$ cat src/rtl/multicycle_ctrl_pkg.sv
// Shared definitions for the multicycle core control FSM: states, opcodes,
// datapath mux encodings and the per-state Moore output decode.
package multicycle_ctrl_pkg;

  typedef enum logic [3:0] {
    S_FETCH,
    S_DECODE,
    S_MEMADR,
    S_MEMREAD,
    S_MEMWB,
    S_MEMWRITE,
    S_EXECR,
    S_EXECI,
    S_ALUWB,
    S_BRANCH,
    S_JAL,
    S_ILLEGAL
  } state_e;

  localparam logic [6:0] OP_LW     = 7'b0000011;
  localparam logic [6:0] OP_SW     = 7'b0100011;
  localparam logic [6:0] OP_R      = 7'b0110011;
  localparam logic [6:0] OP_I      = 7'b0010011;
  localparam logic [6:0] OP_BRANCH = 7'b1100011;
  localparam logic [6:0] OP_JAL    = 7'b1101111;

  typedef enum logic [1:0] {
    ALU_ADD   = 2'b00,
    ALU_SUB   = 2'b01,
    ALU_FUNCT = 2'b10
  } alu_op_e;

  typedef enum logic [1:0] {
    RES_ALUOUT = 2'b00,
    RES_DATA   = 2'b01,
    RES_ALU    = 2'b10
  } result_src_e;

  typedef enum logic [1:0] {
    SRCA_PC    = 2'b00,
    SRCA_OLDPC = 2'b01,
    SRCA_RS1   = 2'b10
  } src_a_e;

  typedef enum logic [1:0] {
    SRCB_RS2  = 2'b00,
    SRCB_IMM  = 2'b01,
    SRCB_FOUR = 2'b10
  } src_b_e;

  // fetch/branch/jal flags select which condition gates pc_write and ir_write
  typedef struct packed {
    logic        mem_req;
    logic        mem_write;
    logic        adr_src;
    logic        reg_write;
    logic        illegal;
    result_src_e result_src;
    src_a_e      src_a;
    src_b_e      src_b;
    alu_op_e     alu_op;
    logic        fetch;
    logic        branch;
    logic        jal;
  } ctrl_t;

  function automatic ctrl_t decode_state(input state_e s);
    ctrl_t c;
    c = '0;
    case (s)
      S_FETCH: begin
        c.mem_req    = 1'b1;
        c.src_a      = SRCA_PC;
        c.src_b      = SRCB_FOUR;
        c.alu_op     = ALU_ADD;
        c.result_src = RES_ALU;
        c.fetch      = 1'b1;
      end
      S_DECODE: begin
        c.src_a  = SRCA_OLDPC;
        c.src_b  = SRCB_IMM;
        c.alu_op = ALU_ADD;
      end
      S_MEMADR: begin
        c.src_a  = SRCA_RS1;
        c.src_b  = SRCB_IMM;
        c.alu_op = ALU_ADD;
      end
      S_MEMREAD: begin
        c.mem_req = 1'b1;
        c.adr_src = 1'b1;
      end
      S_MEMWB: begin
        c.result_src = RES_DATA;
        c.reg_write  = 1'b1;
      end
      S_MEMWRITE: begin
        c.mem_req   = 1'b1;
        c.mem_write = 1'b1;
        c.adr_src   = 1'b1;
      end
      S_EXECR: begin
        c.src_a  = SRCA_RS1;
        c.src_b  = SRCB_RS2;
        c.alu_op = ALU_FUNCT;
      end
      S_EXECI: begin
        c.src_a  = SRCA_RS1;
        c.src_b  = SRCB_IMM;
        c.alu_op = ALU_FUNCT;
      end
      S_ALUWB: begin
        c.result_src = RES_ALUOUT;
        c.reg_write  = 1'b1;
      end
      S_BRANCH: begin
        c.src_a      = SRCA_RS1;
        c.src_b      = SRCB_RS2;
        c.alu_op     = ALU_SUB;
        c.result_src = RES_ALUOUT;
        c.branch     = 1'b1;
      end
      S_JAL: begin
        c.src_a      = SRCA_OLDPC;
        c.src_b      = SRCB_FOUR;
        c.alu_op     = ALU_ADD;
        c.result_src = RES_ALUOUT;
        c.jal        = 1'b1;
      end
      S_ILLEGAL: begin
        c.illegal = 1'b1;
      end
      default: c = '0;
    endcase
    return c;
  endfunction

endpackage

$ cat src/rtl/multicycle_ctrl_next_state.sv
// Combinational next-state function of the multicycle control FSM.
module mc_next_state
  import multicycle_ctrl_pkg::*;
(
  input  state_e     state,
  input  logic [6:0] op_i,
  input  logic       mem_ready_i,
  output state_e     next_state
);

  always_comb begin
    next_state = state;
    case (state)
      S_FETCH:    if (mem_ready_i) next_state = S_DECODE;
      S_DECODE: begin
        case (op_i)
          OP_LW, OP_SW: next_state = S_MEMADR;
          OP_R:         next_state = S_EXECR;
          OP_I:         next_state = S_EXECI;
          OP_BRANCH:    next_state = S_BRANCH;
          OP_JAL:       next_state = S_JAL;
          default:      next_state = S_ILLEGAL;
        endcase
      end
      S_MEMADR:   next_state = (op_i == OP_LW) ? S_MEMREAD : S_MEMWRITE;
      S_MEMREAD:  if (mem_ready_i) next_state = S_MEMWB;
      S_MEMWB:    next_state = S_FETCH;
      S_MEMWRITE: if (mem_ready_i) next_state = S_FETCH;
      S_EXECR:    next_state = S_ALUWB;
      S_EXECI:    next_state = S_ALUWB;
      S_ALUWB:    next_state = S_FETCH;
      S_BRANCH:   next_state = S_FETCH;
      S_JAL:      next_state = S_ALUWB;
      S_ILLEGAL:  next_state = S_FETCH;
      default:    next_state = S_FETCH;
    endcase
  end

endmodule

$ cat src/rtl/multicycle_ctrl.sv
// Main control FSM of the multicycle RV32I-subset core.
// Optional feature: define MC_BNE_EN to make funct3 == 001 branches behave as bne.
module multicycle_ctrl
  import multicycle_ctrl_pkg::*;
(
  input  logic       clk_i,
  input  logic       rst_i,
  input  logic [6:0] op_i,
  input  logic [2:0] funct3_i,
  input  logic       zero_i,
  input  logic       mem_ready_i,
  output logic       mem_req_o,
  output logic       mem_write_o,
  output logic       adr_src_o,
  output logic       ir_write_o,
  output logic       pc_write_o,
  output logic       reg_write_o,
  output logic [1:0] result_src_o,
  output logic [1:0] alu_src_a_o,
  output logic [1:0] alu_src_b_o,
  output logic [1:0] alu_op_o,
  output logic       illegal_o
);

  state_e state_q;
  state_e next_state;
  ctrl_t  ctrl_q;
  logic   branch_take;

  mc_next_state u_next_state (
    .state       (state_q),
    .op_i        (op_i),
    .mem_ready_i (mem_ready_i),
    .next_state  (next_state)
  );

  // Moore outputs are precomputed from the state being entered so they come straight from flops
  always_ff @(posedge clk_i) begin
    if (rst_i) begin
      state_q <= S_FETCH;
      ctrl_q  <= decode_state(S_FETCH);
    end else begin
      state_q <= next_state;
      ctrl_q  <= decode_state(next_state);
    end
  end

`ifdef MC_BNE_EN
  assign branch_take = zero_i ^ (funct3_i == 3'b001);
`else
  logic unused_funct3;
  assign unused_funct3 = ^funct3_i;
  assign branch_take   = zero_i;
`endif

  // Reset silences every output in the same cycle, so an aborted access never writes
  always_comb begin
    mem_req_o    = ctrl_q.mem_req;
    mem_write_o  = ctrl_q.mem_write;
    adr_src_o    = ctrl_q.adr_src;
    reg_write_o  = ctrl_q.reg_write;
    illegal_o    = ctrl_q.illegal;
    result_src_o = ctrl_q.result_src;
    alu_src_a_o  = ctrl_q.src_a;
    alu_src_b_o  = ctrl_q.src_b;
    alu_op_o     = ctrl_q.alu_op;
    ir_write_o   = ctrl_q.fetch & mem_ready_i;
    pc_write_o   = (ctrl_q.fetch & mem_ready_i) | (ctrl_q.branch & branch_take) | ctrl_q.jal;
    if (rst_i) begin
      mem_req_o    = 1'b0;
      mem_write_o  = 1'b0;
      adr_src_o    = 1'b0;
      reg_write_o  = 1'b0;
      illegal_o    = 1'b0;
      result_src_o = 2'b00;
      alu_src_a_o  = 2'b00;
      alu_src_b_o  = 2'b00;
      alu_op_o     = 2'b00;
      ir_write_o   = 1'b0;
      pc_write_o   = 1'b0;
    end
  end

endmodule

$ cat config.mk
export PLATFORM = sky130hd
export DESIGN_NAME = multicycle_ctrl
export DESIGN_NICKNAME = d
export VERILOG_FILES = /design/src/rtl/multicycle_ctrl_pkg.sv /design/src/rtl/multicycle_ctrl_next_state.sv /design/src/rtl/multicycle_ctrl.sv
export SDC_FILE = /design/constraint.sdc
export NUM_CORES = 1
export LEC_CHECK = 0
export CAP_MARGIN = 20
export CORE_UTILIZATION = 35
export DETAILED_ROUTE_END_ITERATION = 16
export HOLD_SLACK_MARGIN = 0.08
export SETUP_SLACK_MARGIN = 0.4
export SYNTH_ARGS = -nofsm -noshare
export SYNTH_HDL_FRONTEND = slang
export SYNTH_HIERARCHICAL = 1
export SYNTH_SLANG_ARGS = --single-unit
$ cat constraint.sdc
create_clock -name clk_i -period 3.61 [get_ports clk_i]
set_clock_uncertainty 0.2 [all_clocks]
set_input_delay 0.9025 -clock clk_i [delete_from_list [all_inputs] [get_ports clk_i]]
set_output_delay 0.9025 -clock clk_i [all_outputs]
set_load 0.02 [all_outputs]
==> flow_metrics.tcl, run 1 <==
set metrics [dict create \
    grt_pass1_wl_mm 3.615 \
    synth_warnings 6 \
    worstSkewPairLatency_ns 0.29 \
    fmax_mhz 317.0 \
    drt-initial-drc-count 19 \
    rsz0062_at_grt "false" \
    worst_setup_path_end_kind "output pin" \
    synthCells 113 \
    power-per-cell-area_nw_per_um2 518.4 \
    drive_gt1_share_pct 12.06 \
    crit_path_start_kind "input pin" \
    switching_share_pct 35.80 \
    clkPwrFrac_pct 14.9 \
    arrival_ns 2.05 \
    synth-seq-area-share_pct 37.67 \
    holdWs_ns 0.6519 \
    nets 156 \
    final_cell_mix "nor2b_1, dfxtp_1, dlygate4sd2_1" \
    internal_power_w 0.0004394 \
    drv_slew 0 \
    pin_count 29 \
    worst_r2r_endpoint "ctrl_q[8]" \
    path_clk_slew_ns 0.09 \
    required_ns 2.51 \
    seqPwrFrac_pct 40.6 \
    die-width_um 55.71 \
    rr_worst_depth 7 \
    place_hpwl_mm 1.440 \
    synth_area_um2 1010 \
    grt_use_total_pct 14.31 \
    die_y_um 55.71 \
    p_sw_w 0.0002450 \
    drtPass1Iterations 4 \
    antenna_found_initial 0 \
    n_fill_cell 273 \
    finalWorstSetupSlack_ns 0.4558 \
    ys_ff_latch 19 \
    hold_end "ctrl_q[10]" \
    coreArea_um2 2734 \
    cp_max_fo 22 \
    grt_pass1_vias 818 \
    drc_errors 0 \
    postCtsHoldBufs 0 \
    dieArea_um2 3104 \
    grt_max_degree 23 \
    hold_violations 0 \
    tightest_slew_ns 0.4045 \
    rows 19 \
    drt-wirelength-per-cell_um 11.53 \
    start_util_pct 36.93 \
    max_slew_margin_pct 72.68 \
    worstHoldPathType "flip-flop to flip-flop" \
    holdPathStages 2 \
    vias_per_cell 5.047 \
    cts_sinks 19 \
    routed_wl_mm 1.984 \
    antenna_cells 0 \
    outcome "finished clean" \
    vias 868 \
    drv_cap 0 \
    synth_cell_types 37 \
    post-place-ws_ns 0.1620 \
    setup_viol 0 \
    area_growth_syn_to_layout_pct 30.73 \
    syn_nets 127 \
    worstSetupPathType "input pin to output pin" \
    min_from "state_q[3]" \
    grt_overflow 0 \
    cts_made_buffers 3 \
    io_buffers 25 \
    r2r_slack_ns 1.42 \
    p_leak_nw 0.5436 \
    period_needed_ns 3.154 \
    irDropWorstVdd_v 0.0003774 \
    cts_max_level 1 \
    synth.avg_cell_area_um2 8.936 \
    gp_congestion 0.8385 \
    ant_nets 0 \
    finalCritPeriodShare_pct 87.37 \
    total_power_w 0.0006844 \
    tns_ns 0 \
    combPwrFrac_pct 44.5 \
    clock_path_buffers 2 \
    root_buffer "clkbuf_4" \
    cts_tree "yes" \
    stdcell_area_um2 1320 \
    timing.rr.start "state_q[2]" \
    dpl_cell_area_um2 1311 \
]
[layer usage]
layer,part of all wire [%],global-route usage (%),vias up
met4,0.45,3.214,0
met1,48,18.49,396
li1,-,-,450
met5,0,0,-
met3,4.3,3.721,2
met2,47,23.92,20
[cell type report]
cell class	instances	area, µm²	share of cell area (%)
Inverter	4	15.01	1.137
Timing Repair Buffer	31	290.3	21.99
Multi-Input combinational cell	83	569.3	43.13
Sequential cell	19	380.4	28.82
Clock buffer	4	26.28	1.991
Tap cell	31	38.79	2.938
[cell families (layout without fill, tap and decap cells)]
logic type / count (synthesis) / in the layout / synth area share [%]
flops: 19 / 19 / 37.67
buf+inv: 11 / 39 / 5.947
compound gates: 16 / 16 / 10.53
simple gates: 64 / 64 / 43.25
xor+xnor: 3 / 3 / 2.603
[how the worst max path moves through the flow]
stage | start | depth (start not counted) | to | slack, ns
global route | rst_i | 4 | reg_write_o | 0.41
floorplan | rst_i | 2 | ir_write_o | 0.98
detailed placement | rst_i | 4 | reg_write_o | 0.16
global placement | rst_i | 4 | reg_write_o | 0.20
finish | rst_i | 4 | reg_write_o | 0.46
CTS | rst_i | 4 | reg_write_o | 0.43
[power by group through the flow]
stage,combinational (W),clock (W),sequential (W)
finish,0.000304,0.000102,0.000278
global route,0.000341,0.000117,0.000283
CTS,0.000307,0.000105,0.000278
detailed placement,0.000319,0,0.000283
global placement,0.000316,0,0.000281
floorplan,0.000231,0,0.000273
[stage by stage]
stage / cells / utilization [%]
2_1_floorplan: 113 / -
3_3_place_gp: 168 / 47.96
3_5_place_dp: 168 / 47.96
4_1_cts: 172 / 48.24
5_1_grt: 172 / 48.28
6_report: 172 / 48.28
[critical path, stage by stage]
cell and delay (ns):
clkdlybuf4s50_1 0.48, buf_12 0.19, nor2b_1 0.13, dlygate4sd2_1 0.34
[what timing repair did]
item                                    CTS  global route
cloned                                    0             0
setup buffers                             0             0
pin swaps                                 0             0
gates resized for setup                  15             1
endpoints found under the setup margin   15             1
[registers in the layout, summed over array words and instances (netlist names)]
name / flops
state_q: 4
ctrl_q: 15
[Yosys cell counts]
| master | count | area share, % |
|---|---|---|
| nand2b_4 | 1 | 1.4 |
| clkbuf_1 | 2 | 0.74 |
| nor4_1 | 1 | 0.62 |
| nor3_1 | 3 | 1.5 |
| and3_1 | 1 | 0.62 |
| nor4b_4 | 2 | 4.7 |
| nand2b_1 | 1 | 0.62 |
| and3b_2 | 1 | 0.99 |
| inv_1 | 4 | 1.5 |
| nand4_1 | 2 | 1.2 |
| or2_2 | 2 | 1.2 |
| o21ai_0 | 4 | 2.0 |
| o41ai_1 | 1 | 0.87 |
| a221oi_1 | 1 | 0.87 |
| a21oi_2 | 1 | 0.87 |
| o22ai_1 | 2 | 1.2 |
| nor2_1 | 9 | 3.3 |
| dfxtp_1 | 19 | 38 |
| o31ai_1 | 2 | 1.5 |
| and4bb_2 | 1 | 1.2 |
| xnor2_1 | 2 | 1.7 |
| a21oi_1 | 1 | 0.50 |
| xor2_1 | 1 | 0.87 |
| nor2b_1 | 19 | 12 |
| a21boi_0 | 1 | 0.74 |
| or3b_1 | 1 | 0.87 |
| nand3_1 | 2 | 0.99 |
| and4_1 | 1 | 0.87 |
| buf_6 | 2 | 2.2 |
| and2_1 | 2 | 1.2 |
| a31oi_1 | 2 | 1.2 |
| nand2_1 | 6 | 2.2 |
| nand3b_1 | 2 | 1.5 |
| buf_2 | 3 | 1.5 |
| nor3b_1 | 4 | 3.0 |
| o211ai_1 | 1 | 0.74 |
| nand4bb_1 | 3 | 3.3 |
No activity file was read; power rests on OpenSTA's default activity.
==> inputs of run 2 (changes only) <==
--- a/config.mk
+++ b/config.mk
@@ -9,7 +9,6 @@
 export CORE_UTILIZATION = 35
 export DETAILED_ROUTE_END_ITERATION = 16
 export HOLD_SLACK_MARGIN = 0.08
-export SETUP_SLACK_MARGIN = 0.4
 export SYNTH_ARGS = -nofsm -noshare
 export SYNTH_HDL_FRONTEND = slang
 export SYNTH_HIERARCHICAL = 1
==> run 2 against run 1 <==
Register-to-register slack about the same; critical path depth unchanged; clock power is essentially flat; die area did not move; final cell count unchanged; non-clock buffer count did not move; setup slack got worse by 0.28 ns; combinational power increased by 5%; first-iteration DRC count fell by 16%; core utilization is 0.64 points higher; clock-buffer cell count stayed put; critical endpoint unchanged; largest power group unchanged.
==> flow_metrics.tcl, run 2 (synthesis results as in run 1) <==
set metrics [dict create \
    drt-wirelength-per-cell_um 11.54 \
    worstSkewPairLatency_ns 0.29 \
    grt_pass1_vias 816 \
    io_buffers 25 \
    cts_sinks 19 \
    cts_max_level 1 \
    grt_use_total_pct 14.26 \
    vias_per_cell 5.041 \
    cp_max_fo 22 \
    required_ns 2.51 \
    tns_ns 0 \
    finalCritPeriodShare_pct 95.14 \
    irDropWorstVdd_v 0.0003836 \
    drv_cap 0 \
    antenna_cells 0 \
    n_fill_cell 268 \
    drv_slew 0 \
    ant_nets 0 \
    gp_congestion 0.8385 \
    cts_tree "yes" \
    worstHoldPathType "flip-flop to flip-flop" \
    grt_pass1_wl_mm 3.601 \
    die-width_um 55.71 \
    post_cts_buffers 0 \
    final_cell_mix "clkdlybuf4s50_1, nor2b_1, dfxtp_1" \
    setup_viol 0 \
    routed_wl_mm 1.985 \
    grt_overflow 0 \
    max_slew_margin_pct 72.68 \
    vias 867 \
    top_register "ctrl_q" \
    cts_resized 0 \
    largestRegisters "ctrl_q: 15 flops, state_q: 4 flops" \
    arrival_ns 2.33 \
    path_clk_slew_ns 0.09 \
    post-place-ws_ns 0.1620 \
    fmax_mhz 291.2 \
    place_hpwl_mm 1.440 \
    drc_errors 0 \
    antenna_found_initial 0 \
    pin_count 29 \
    drive_gt1_share_pct 12.06 \
    crit_path_start_kind "input pin" \
    largest_reg_flops 15 \
    drtPass1Iterations 4 \
    coreArea_um2 2734 \
    area_growth_syn_to_layout_pct 32.47 \
    clock_path_buffers 2 \
    rows 19 \
    layout_commonest_cell "clkdlybuf4s50_1" \
    grt_max_degree 23 \
    outcome "finished clean" \
    worstSetupPathType "input pin to output pin" \
    hold_violations 0 \
    postCtsHoldBufs 0 \
    p_leak_nw 0.4836 \
    start_util_pct 36.93 \
    power-per-cell-area_nw_per_um2 522.2 \
    die_y_um 55.71 \
    rsz0062_at_grt "false" \
    drt-initial-drc-count 16 \
    worst_setup_path_end_kind "output pin" \
    period_needed_ns 3.435 \
    root_buffer "clkbuf_4" \
    cts_made_buffers 3 \
    multi_input_area_um2 569.3 \
    tightest_slew_ns 0.4045 \
    seqCellArea_um2 380.4 \
    finalWorstSetupSlack_ns 0.1754 \
    nets 156 \
    dieArea_um2 3104 \
]
run 2: cell types whose count changed in the layout (fill, tap and decap cells not counted), sizes merged:
cell	previous run	this run
clkdlybuf4s15	1	0
clkdlybuf4s50	10	25
dlygate4sd2	14	0
run 2: metal layers:
metal  vias up  part of all wire, %  routed length, µm  GRT usage, %
met5         -                    0                  0             0
li1        450                    -                  -             -
met3         2                  4.3                 85         3.721
met2        20                   47                939         23.92
met1       395                   48                950         18.34
met4         0                 0.45                  9         3.214
run 2: final timing paths:
check	startpoint	to	slack, ns	cells after the start
worst max-delay path	rst_i	reg_write_o	0.18	4
worst max register to register	state_q[2]	ctrl_q[8]	1.42	7
worst min register to register	state_q[3]	ctrl_q[10]	0.65	2
worst min-delay path	state_q[3]	ctrl_q[10]	0.65	2
run 2: cell type report:
class	count	share of cell area (%)
sequential	19	28.44
inverter	4	1.123
clock buffer	4	1.964
tap	31	2.900
multi-input combinational	83	42.56
timing repair buffer	31	23.01
run 2: worst max-delay path: stages:
cell and delay, ns:
clkdlybuf4s50_1 0.48, buf_12 0.19, nor2b_1 0.13, clkdlybuf4s50_1 0.62
run 2: where the power goes:
group / internal, W / switching, W
clock: 0.0000430 / 0.0000593
combinational: 0.000159 / 0.000159
sequential: 0.000251 / 0.0000270
run 2: stage by stage:
stage / util, % / cell area (µm²) / hold WS (ns) / instances / total power, W
floorplan: - / 1010 / 0.6180 / 113 / 0.0005034
global placement: 47.96 / 1311 / 0.6352 / 168 / 0.0005972
detailed placement: 47.96 / 1311 / 0.6553 / 168 / 0.0006027
CTS: 48.92 / 1338 / 0.6652 / 172 / 0.0007056
global route: 48.92 / 1338 / 0.6972 / 172 / 0.0007549
finish: 48.92 / 1338 / 0.6517 / 172 / 0.0006984
==> inputs of run 3 (changes only) <==
--- a/config.mk
+++ b/config.mk
@@ -6,8 +6,10 @@
 export NUM_CORES = 1
 export LEC_CHECK = 0
 export CAP_MARGIN = 20
+export CORE_ASPECT_RATIO = 1.75
 export CORE_UTILIZATION = 35
 export DETAILED_ROUTE_END_ITERATION = 16
+export GPL_ROUTABILITY_DRIVEN = 0
 export HOLD_SLACK_MARGIN = 0.08
 export SYNTH_ARGS = -nofsm -noshare
 export SYNTH_HDL_FRONTEND = slang
==> run 3 against run 2 <==
Critical path depth is the same; die area grew 0.27%; cell area grew 2.3%; first-iteration DRC count grew 38%; power grew 7.1%; clock-buffer cell count is the same; global-route usage shrank 0.23 points; clock power grew 38%; sequential share of layout area shrank 0.65 points; wire length grew 6.0%; critical path type unchanged; largest power group unchanged; highest routed layer unchanged.
==> flow_metrics.tcl, run 3 (synthesis results as in run 1) <==
set metrics [dict create \
    grt_pass1_wl_mm 3.346 \
    drt-wirelength-per-cell_um 12.23 \
    required_ns 2.51 \
    drtPass1Iterations 4 \
    cts_max_level 1 \
    p_leak_nw 0.5060 \
    period_needed_ns 3.459 \
    clkPwrFrac_pct 18.9 \
    routed_wl_mm 2.104 \
    root_buffer "clkbuf_8" \
    area_growth_syn_to_layout_pct 35.56 \
    rsz0062_at_grt "false" \
    total_power_w 0.0007483 \
    cp_max_fo 6 \
    tns_ns 0 \
    outcome "finished clean" \
    largestRegisters "ctrl_q: 15 flops, state_q: 4 flops" \
    largest_reg_flops 15 \
    arrival_ns 2.36 \
    worst_setup_path_end_kind "output pin" \
    grt_max_degree 14 \
    fin_cells 172 \
    irDropWorstVdd_v 0.0004220 \
    rows 25 \
    vias_per_cell 5.209 \
    cts_resized 0 \
    vias 896 \
    grt_use_total_pct 14.03 \
    top_register "ctrl_q" \
    tightest_slew_ns 0.3625 \
    nets 160 \
    final_cell_mix "clkdlybuf4s50_1, nor2b_1, dfxtp_1" \
    start_util_pct 37.10 \
    internal_power_w 0.0004941 \
    power-per-cell-area_nw_per_um2 546.7 \
    n_fill_cell 268 \
    antenna_cells 0 \
    drive_gt1_share_pct 14.48 \
    combPwrFrac_pct 44.0 \
    worstHoldPathType "flip-flop to flip-flop" \
    clock_path_buffers 2 \
    cts_tree "yes" \
    drc_errors 0 \
    post-place-ws_ns 0.1578 \
    die-width_um 42.60 \
    switching_share_pct 33.97 \
    grt_overflow 0 \
    fmax_mhz 289.1 \
    p_sw_w 0.0002542 \
    worstSetupPathType "input pin to output pin" \
    drv_slew 0 \
    max_slew_margin_pct 75.51 \
    postCtsHoldBufs 0 \
    ant_nets 0 \
    dieArea_um2 3112 \
    setup_viol 0 \
    drt-initial-drc-count 22 \
    antenna_found_initial 0 \
    coreArea_um2 2721 \
    hold_violations 0 \
    worstSkewPairLatency_ns 0.25 \
    drv_cap 0 \
    cts_sinks 19 \
    io_buffers 25 \
    finalCritPeriodShare_pct 95.80 \
    grt_pass1_vias 842 \
    die_y_um 73.05 \
    crit_path_start_kind "input pin" \
    place_hpwl_mm 1.639 \
    finalWorstSetupSlack_ns 0.1515 \
    pin_count 29 \
    path_clk_slew_ns 0.07 \
    seqPwrFrac_pct 37.2 \
    layout_commonest_cell "clkdlybuf4s50_1" \
    post_cts_buffers 0 \
    cts_made_buffers 3 \
    dp_cells 168 \
    fin_util_pct 50.30 \
]
run 3: power by group through the flow:
| stage | clock, W | combinational (W) | sequential [W] |
|---|---|---|---|
| after detailed placement | 0 | 0.000331 | 0.000282 |
| after global placement | 0 | 0.000325 | 0.000281 |
| final | 0.000141 | 0.000329 | 0.000278 |
| after floorplan | 0 | 0.000231 | 0.000273 |
| after CTS | 0.000147 | 0.000333 | 0.000278 |
| after global routing | 0.000156 | 0.000359 | 0.000283 |
run 3: critical path: stages:
cell             delay [ns]
clkdlybuf4s50_1        0.50
buf_4                  0.21
nor2b_1                0.13
clkdlybuf4s50_1        0.62
run 3: path summary, 6_finish.rpt:
kind | cells past startpoint | to | startpoint | slack [ns]
setup reg to reg | 6 | ctrl_q[15] | state_q[2] | 1.35
setup / recovery | 4 | alu_op_o[1] | rst_i | 0.15
hold reg to reg | 2 | ctrl_q[10] | state_q[3] | 0.73
hold / removal | 2 | ctrl_q[10] | state_q[3] | 0.73
run 3: layout make-up:
type	count	area [µm²]	share of cell area, %
Multi-Input combinational cell	83	569.3	41.59
Sequential cell	19	380.4	27.79
Timing Repair Buffer	35	325.3	23.77
Clock buffer	4	45.04	3.291
Tap cell	27	33.78	2.468
Inverter	4	15.01	1.097
run 3: metal layers:
layer,track usage (%),vias to the layer above,part of all wire [%]
met5,0,-,0
met2,26.50,19,54
met3,1.980,6,3.1
li1,-,459,-
met1,13.70,412,40
met4,9.028,0,2.8
run 3: per-stage QoR:
step	instance area, µm²	hold slack (ns)
floorplan	1010	0.6180
global placement	1324	0.7216
detailed placement	1324	0.7170
CTS	1369	0.7377
global route	1369	0.7669
finish	1369	0.7339
